--- src/rtl/vga_pkg.sv ---
// Shared VGA constants and start-screen state encoding.
package vga_pkg;
  localparam int H_ACTIVE = 640;
  localparam int V_ACTIVE = 480;
  localparam int COL_W    = 8;

  typedef enum logic [1:0] {ATTRACT = 2'd0, CONFIRM = 2'd1, DONE = 2'd2} state_e;

  typedef struct packed {
    logic [COL_W-1:0] r;
    logic [COL_W-1:0] g;
    logic [COL_W-1:0] b;
  } rgb_t;

  // Counter width for a count range of n values, never below 1 bit.
  function automatic int cnt_w(input int n);
    return (n <= 2) ? 1 : $clog2(n);
  endfunction
endpackage

--- src/rtl/btn_sync_edge.sv ---
// Two-flop synchronizer plus rising-edge detect for the raw start button.
// Flops reset high so a button held through reset never looks like a press.
module btn_sync_edge (
  input  logic clk,
  input  logic rst_n,
  input  logic btn,
  output logic rise
);
  logic s1, s2, prev;

  // Synchronize, then keep one more stage for edge detection.
  always_ff @(posedge clk or negedge rst_n) begin
    if (!rst_n) begin
      s1   <= 1'b1;
      s2   <= 1'b1;
      prev <= 1'b1;
    end else begin
      s1   <= btn;
      s2   <= s1;
      prev <= s2;
    end
  end

  assign rise = s2 & ~prev;
endmodule

--- src/rtl/start_screen_mixer.sv ---
// Start-screen banner compositor: hit test, blink control, attract/confirm/done
// FSM and a one-cycle registered output stage.
module start_screen_mixer
  import vga_pkg::*;
#(
  parameter int SPR_W          = 160,
  parameter int SPR_H          = 32,
  parameter int SPR_X0         = 240,
  parameter int SPR_Y0         = 224,
  parameter int BLINK_FRAMES   = 30,
  parameter int FAST_FRAMES    = 4,
  parameter int CONFIRM_FRAMES = 60
) (
  input  logic             clk,
  input  logic             rst_n,
  input  logic [9:0]       pixel_x,
  input  logic [9:0]       pixel_y,
  input  logic             de,
  input  logic             hsync_in,
  input  logic             vsync_in,
  input  logic             frame_start,
  input  logic             btn_start,
  input  logic             game_over,
  input  logic [COL_W-1:0] bg_r,
  input  logic [COL_W-1:0] bg_g,
  input  logic [COL_W-1:0] bg_b,
  output logic [9:0]       spr_x,
  output logic [9:0]       spr_y,
  input  logic [COL_W-1:0] spr_r,
  input  logic [COL_W-1:0] spr_g,
  input  logic [COL_W-1:0] spr_b,
  input  logic             spr_a,
  output logic [COL_W-1:0] vga_r,
  output logic [COL_W-1:0] vga_g,
  output logic [COL_W-1:0] vga_b,
  output logic             vga_hs,
  output logic             vga_vs,
  output logic             vga_de,
  output logic             overlay_active,
  output logic             game_start
);
  localparam int CNT_W = cnt_w((BLINK_FRAMES > CONFIRM_FRAMES) ? BLINK_FRAMES : CONFIRM_FRAMES);
  localparam int TOG_W = cnt_w(FAST_FRAMES);

  localparam logic [9:0]       X0 = 10'(SPR_X0);
  localparam logic [9:0]       X1 = 10'(SPR_X0 + SPR_W);
  localparam logic [9:0]       Y0 = 10'(SPR_Y0);
  localparam logic [9:0]       Y1 = 10'(SPR_Y0 + SPR_H);
  localparam logic [CNT_W-1:0] BLINK_LAST = CNT_W'(BLINK_FRAMES - 1);
  localparam logic [CNT_W-1:0] CONF_LAST  = CNT_W'(CONFIRM_FRAMES - 1);
  localparam logic [TOG_W-1:0] FAST_LAST  = TOG_W'(FAST_FRAMES - 1);

  state_e           state_q, state_d;
  logic [CNT_W-1:0] fcnt_q, fcnt_d;
  logic [TOG_W-1:0] tcnt_q, tcnt_d;
  logic             vis_q, vis_d;
  logic             gs_d;
  logic             btn_rise;
  logic             hit, show;
  rgb_t             spr_c, bg_c, pix_q;

  btn_sync_edge u_btn (
    .clk   (clk),
    .rst_n (rst_n),
    .btn   (btn_start),
    .rise  (btn_rise)
  );

  // Banner hit test and local coordinates; zero outside the banner.
  assign hit   = de && (pixel_x >= X0) && (pixel_x < X1) && (pixel_y >= Y0) && (pixel_y < Y1);
  assign spr_x = hit ? pixel_x - X0 : 10'd0;
  assign spr_y = hit ? pixel_y - Y0 : 10'd0;

  assign overlay_active = (state_q != DONE);

  // FSM, frame counters and visibility state.
  always_ff @(posedge clk or negedge rst_n) begin
    if (!rst_n) begin
      state_q    <= ATTRACT;
      fcnt_q     <= '0;
      tcnt_q     <= '0;
      vis_q      <= 1'b1;
      game_start <= 1'b0;
    end else begin
      state_q    <= state_d;
      fcnt_q     <= fcnt_d;
      tcnt_q     <= tcnt_d;
      vis_q      <= vis_d;
      game_start <= gs_d;
    end
  end

  // Next state: a button edge beats a coincident blink tick in ATTRACT.
  always_comb begin
    state_d = state_q;
    fcnt_d  = fcnt_q;
    tcnt_d  = tcnt_q;
    vis_d   = vis_q;
    gs_d    = 1'b0;
    case (state_q)
      ATTRACT: begin
        if (btn_rise) begin
          state_d = CONFIRM;
          fcnt_d  = '0;
          tcnt_d  = '0;
          vis_d   = 1'b1;
        end else if (frame_start) begin
          if (fcnt_q == BLINK_LAST) begin
            fcnt_d = '0;
            vis_d  = ~vis_q;
          end else begin
            fcnt_d = fcnt_q + 1'b1;
          end
        end
      end
      CONFIRM: begin
        if (frame_start) begin
          if (fcnt_q == CONF_LAST) begin
            state_d = DONE;
            gs_d    = 1'b1;
            vis_d   = 1'b0;
            fcnt_d  = '0;
            tcnt_d  = '0;
          end else begin
            fcnt_d = fcnt_q + 1'b1;
            if (tcnt_q == FAST_LAST) begin
              tcnt_d = '0;
              vis_d  = ~vis_q;
            end else begin
              tcnt_d = tcnt_q + 1'b1;
            end
          end
        end
      end
      DONE: begin
        if (game_over) begin
          state_d = ATTRACT;
          fcnt_d  = '0;
          tcnt_d  = '0;
          vis_d   = 1'b1;
        end
      end
      default: state_d = ATTRACT;
    endcase
  end

  assign spr_c = '{r: spr_r, g: spr_g, b: spr_b};
  assign bg_c  = '{r: bg_r,  g: bg_g,  b: bg_b};
  assign show  = hit && spr_a && vis_q && overlay_active;

  // One-cycle output stage: colour mux plus delayed syncs and de.
  always_ff @(posedge clk or negedge rst_n) begin
    if (!rst_n) begin
      pix_q  <= '0;
      vga_hs <= 1'b0;
      vga_vs <= 1'b0;
      vga_de <= 1'b0;
    end else begin
      pix_q  <= !de ? rgb_t'('0) : (show ? spr_c : bg_c);
      vga_hs <= hsync_in;
      vga_vs <= vsync_in;
      vga_de <= de;
    end
  end

  assign vga_r = pix_q.r;
  assign vga_g = pix_q.g;
  assign vga_b = pix_q.b;
endmodule

--- config.mk ---
export PLATFORM = sky130hd
export DESIGN_NAME = start_screen_mixer
export DESIGN_NICKNAME = d
export VERILOG_FILES = /design/src/rtl/vga_pkg.sv /design/src/rtl/btn_sync_edge.sv /design/src/rtl/start_screen_mixer.sv
export SDC_FILE = /design/constraint.sdc
export NUM_CORES = 1
export LEC_CHECK = 0
export CELL_PAD_IN_SITES_DETAIL_PLACEMENT = 1
export CELL_PAD_IN_SITES_GLOBAL_PLACEMENT = 1
export CORE_MARGIN = 2
export CORE_UTILIZATION = 28
export DETAILED_ROUTE_END_ITERATION = 8
export PLACE_DENSITY_LB_ADDON = 0.1
export SETUP_SLACK_MARGIN = 0.5
export SLEW_MARGIN = 0
export SYNTH_ARGS = -nofsm -noshare
export SYNTH_HDL_FRONTEND = slang
export SYNTH_HIERARCHICAL = 1
export SYNTH_SLANG_ARGS = --single-unit
--- constraint.sdc ---
create_clock -name clk -period 3.3 [get_ports clk]
set_input_delay 0.66 -clock clk [delete_from_list [all_inputs] [get_ports clk]]
set_output_delay 0.66 -clock clk [all_outputs]
set_load 0.01 [all_outputs]
==> results.sh <==
export IMPL_relSlewSlack_pct=36.7
export IMPL_holdBufCountCts=0
export IMPL_ir_drop_mv=0.194
export IMPL_finalCriticalPeriod_ns=2.87
export IMPL_grt_pass1_wl_um=10900
export IMPL_first_pass_iters=4
export IMPL_grt_max_degree=43
export IMPL_grt_pass1_vias=2296
export IMPL_synth_top_area_share_pct=40.2
export IMPL_die_y_um=95.9
export IMPL_critPathArrivalTime_ns=2.21
export IMPL_clk_pin_slew_ns=0.08
export IMPL_worst_path_buf_inv=3
export IMPL_ys_warn_count=6
export IMPL_cts_tree="built"
export IMPL_syn_area_sq_um=2360
export IMPL_cp_common_cell="buf_6"
export IMPL_p_leak_nw=1.82
export IMPL_cts_path_max_buffers=2
export IMPL_drive_above_1_share_pct=23.4
export IMPL_fmaxAchievable_mhz=348
export IMPL_die_area_sq_um=9190
export IMPL_wirelength_um=7120
export IMPL_worst_hold_path_endpoint="u_btn/s2"
export IMPL_crit_slowest_cell="or4b_4"
export IMPL_cp_required_ns=2.64
export IMPL_ant_nets=0
export IMPL_ff2ff_path_depth=5
export IMPL_clock_skew_ns=0.00855
export IMPL_antenna_found_initial=1
export IMPL_hold_class="reg2reg"
export IMPL_synth_edf_count=0
export IMPL_synth_top_flop_cell="dfrtp_1"
export IMPL_r2r_slack_ns=1.29
export IMPL_postSynth_asyncResetShare_pct=100
export IMPL_critical_path_top_delay_family="simple AND/OR/NAND/NOR gates"
export IMPL_routed_via_count=2279
export IMPL_tightest_slew_ns=0.950
export IMPL_track_usage_pct=15.0
export IMPL_core_sq_um=8220
export IMPL_hpwl_um=5350
export IMPL_ys_seq_elements=42
export IMPL_avgViaCountPerCell=4.56
export IMPL_power_density_nw_per_um2=415
export IMPL_path_max_fanout=4
export IMPL_drv_slew=0
export IMPL_synth_most_common_cell="nand2_1"
export IMPL_cts_buffers=5
export IMPL_maxCapViolCount=0
export IMPL_yosysSeqAreaShare_pct=44.7
export IMPL_synth_top_cell_by_area="dfrtp_1"
export IMPL_multi_input_area_sq_um=1300
export IMPL_drt_iter0_drc=45
export IMPL_syn_area_per_cell_sq_um=9.57
export IMPL_rsz0062_at_grt="yes"
export IMPL_crit_path_end_kind="output port"
export IMPL_instances_no_fill=500
export IMPL_overflow=0
export IMPL_cts_sinks=42
export IMPL_status="finished, final reports clean"
export IMPL_wl_per_cell_um=14.2
export IMPL_io_pins=126
export IMPL_clk_latency_ns=0.29
export IMPL_reg2reg_from="fcnt_q[0]"
export IMPL_root_buffer="clkbuf_8"
export IMPL_final_seq_area_sq_um=1060
export IMPL_period_share_pct=87.1
export IMPL_worstPathCellList="buf_6, or4b_4, a311o_1, or2_4, buf_4, nor2_4, buf_6"
export IMPL_startpoint_type="input port"
export IMPL_die_w_um=95.9
export IMPL_placementRows=33
export IMPL_path_class="in2out"
export IMPL_htree_levels=2
export IMPL_nets=480
export IMPL_timing_rr_end="state_q[0]"
export IMPL_whs_path_depth=0
export IMPL_areaGrowthSynthToFinish_pct=76.7
export IMPL_synth_distinct_cells=47
export IMPL_synth_fp_nets=334
export IMPL_hp_start="u_btn/s1"
export IMPL_portBuffers=124
export IMPL_finalHoldViolations=0
export IMPL_drc_errors=0
export IMPL_setup_violations_final=0
export IMPL_synthCells=247
export IMPL_fillers=914
export IMPL_cpPeakStageDelay_ns=0.53
export IMPL_dp_cells=483
export IMPL_start_util_pct=28.8
export IMPL_final_util_pct=50.8
export IMPL_synth_area_leaders="dfrtp_1, mux2i_1, nand2_1"
export IMPL_gp_congestion=0.765
export IMPL_synth_top_cells_by_count="nand2_1, dfrtp_1, mux2i_1"
stage by stage:
| stage | cell area, sq um | setup TNS, ns | setup slack, ns | hold WS (ns) | power (W) |
|---|---|---|---|---|---|
| global placement | 3850 | -6.72 | -0.395 | 0.350 | 0.00131 |
| global route | 4180 | 0 | 0.394 | 0.368 | 0.00185 |
| finish | 4180 | 0 | 0.426 | 0.362 | 0.00173 |
| detailed placement | 3850 | -7.22 | -0.419 | 0.348 | 0.00133 |
| floorplan | 2420 | 0 | 0.546 | 0.345 | 0.00104 |
| CTS | 4050 | 0 | 0.353 | 0.363 | 0.00175 |
flip-flops by register name, indices dropped and copies added, names as in the netlist:
register,cells
vga_b,8
vga_r,8
u_btn/s2,1
vga_g,8
vga_vs,1
fcnt_q,6
u_btn/prev,1
u_btn/s1,1
state_q,2
vga_hs,1
vga_de,1
vis_q,1
game_start,1
tcnt_q,2
layout make-up:
type / instances / area share, %
Clock inverter: 2 / 0.899
Inverter: 21 / 1.89
Sequential cell: 42 / 25.3
Tap cell: 105 / 3.15
Antenna cell: 1 / 0.0599
Timing Repair Buffer: 149 / 35.8
Multi-Input combinational cell: 174 / 31.1
Clock buffer: 6 / 1.74
layout by cell type, fill, tap and decap left out, types with 3 or more instances in the layout:
cell             instances
dfstp_2                  4
clkbuf_8                 5
nand3_1                  3
nand2_1                 49
dlymetal6s2s_1           4
nor2_1                   7
ha_1                     7
buf_4                   17
nor2b_1                  4
buf_6                   27
nor2_4                   9
and2_4                  12
xnor2_1                  4
ha_2                     3
inv_1                   21
dfrtp_1                 38
mux2i_1                 24
buf_2                    3
o21ai_0                  7
clkdlybuf4s50_1         93
logic make-up after synthesis:
family / Yosys count / share of synthesized area (%)
buffers and inverters: 31 / 6.51
muxes: 25 / 10.6
xor gates and xnor gates: 6 / 2.22
other: 1 / 0.159
and+or+nand+nor: 104 / 21.9
DFF: 42 / 44.7
adders and majority gates: 10 / 5.29
AOI/OAI and AO/OA: 28 / 8.63
worst max path at each step:
stage | start | cells past startpoint | end
2_1_floorplan | pixel_x[9] | 5 | spr_x[4]
3_3_place_gp | pixel_x[9] | 6 | spr_y[7]
3_5_place_dp | pixel_x[9] | 6 | spr_y[8]
4_1_cts | pixel_y[8] | 7 | spr_x[4]
5_1_grt | pixel_x[4] | 9 | spr_x[9]
6_report | pixel_x[9] | 7 | spr_x[9]
layer usage:
metal,global-route usage (%),vias to the layer above,part of all wire [%]
li1,-,1115,-
met1,17.7,1090,40
met2,27.2,67,53
met3,3.99,7,6.3
met4,3.57,0,1.4
met5,0,-,0
report_power, final:
part	internal (W)	switching (W)	total (W)
registers	0.000594	0.0000677	0.000662
clock network	0.000226	0.000180	0.000406
logic	0.000325	0.000340	0.000665
timing repair:
action                                  in CTS  in global routing
gates cloned                                 1                  0
endpoints found under the setup margin      19                 19
pin swaps                                   23                  9
gates resized for setup                    130                 27
endpoints found under the hold margin        0                  0
setup buffers                                5                  2
(Power assumes the default switching activity.)
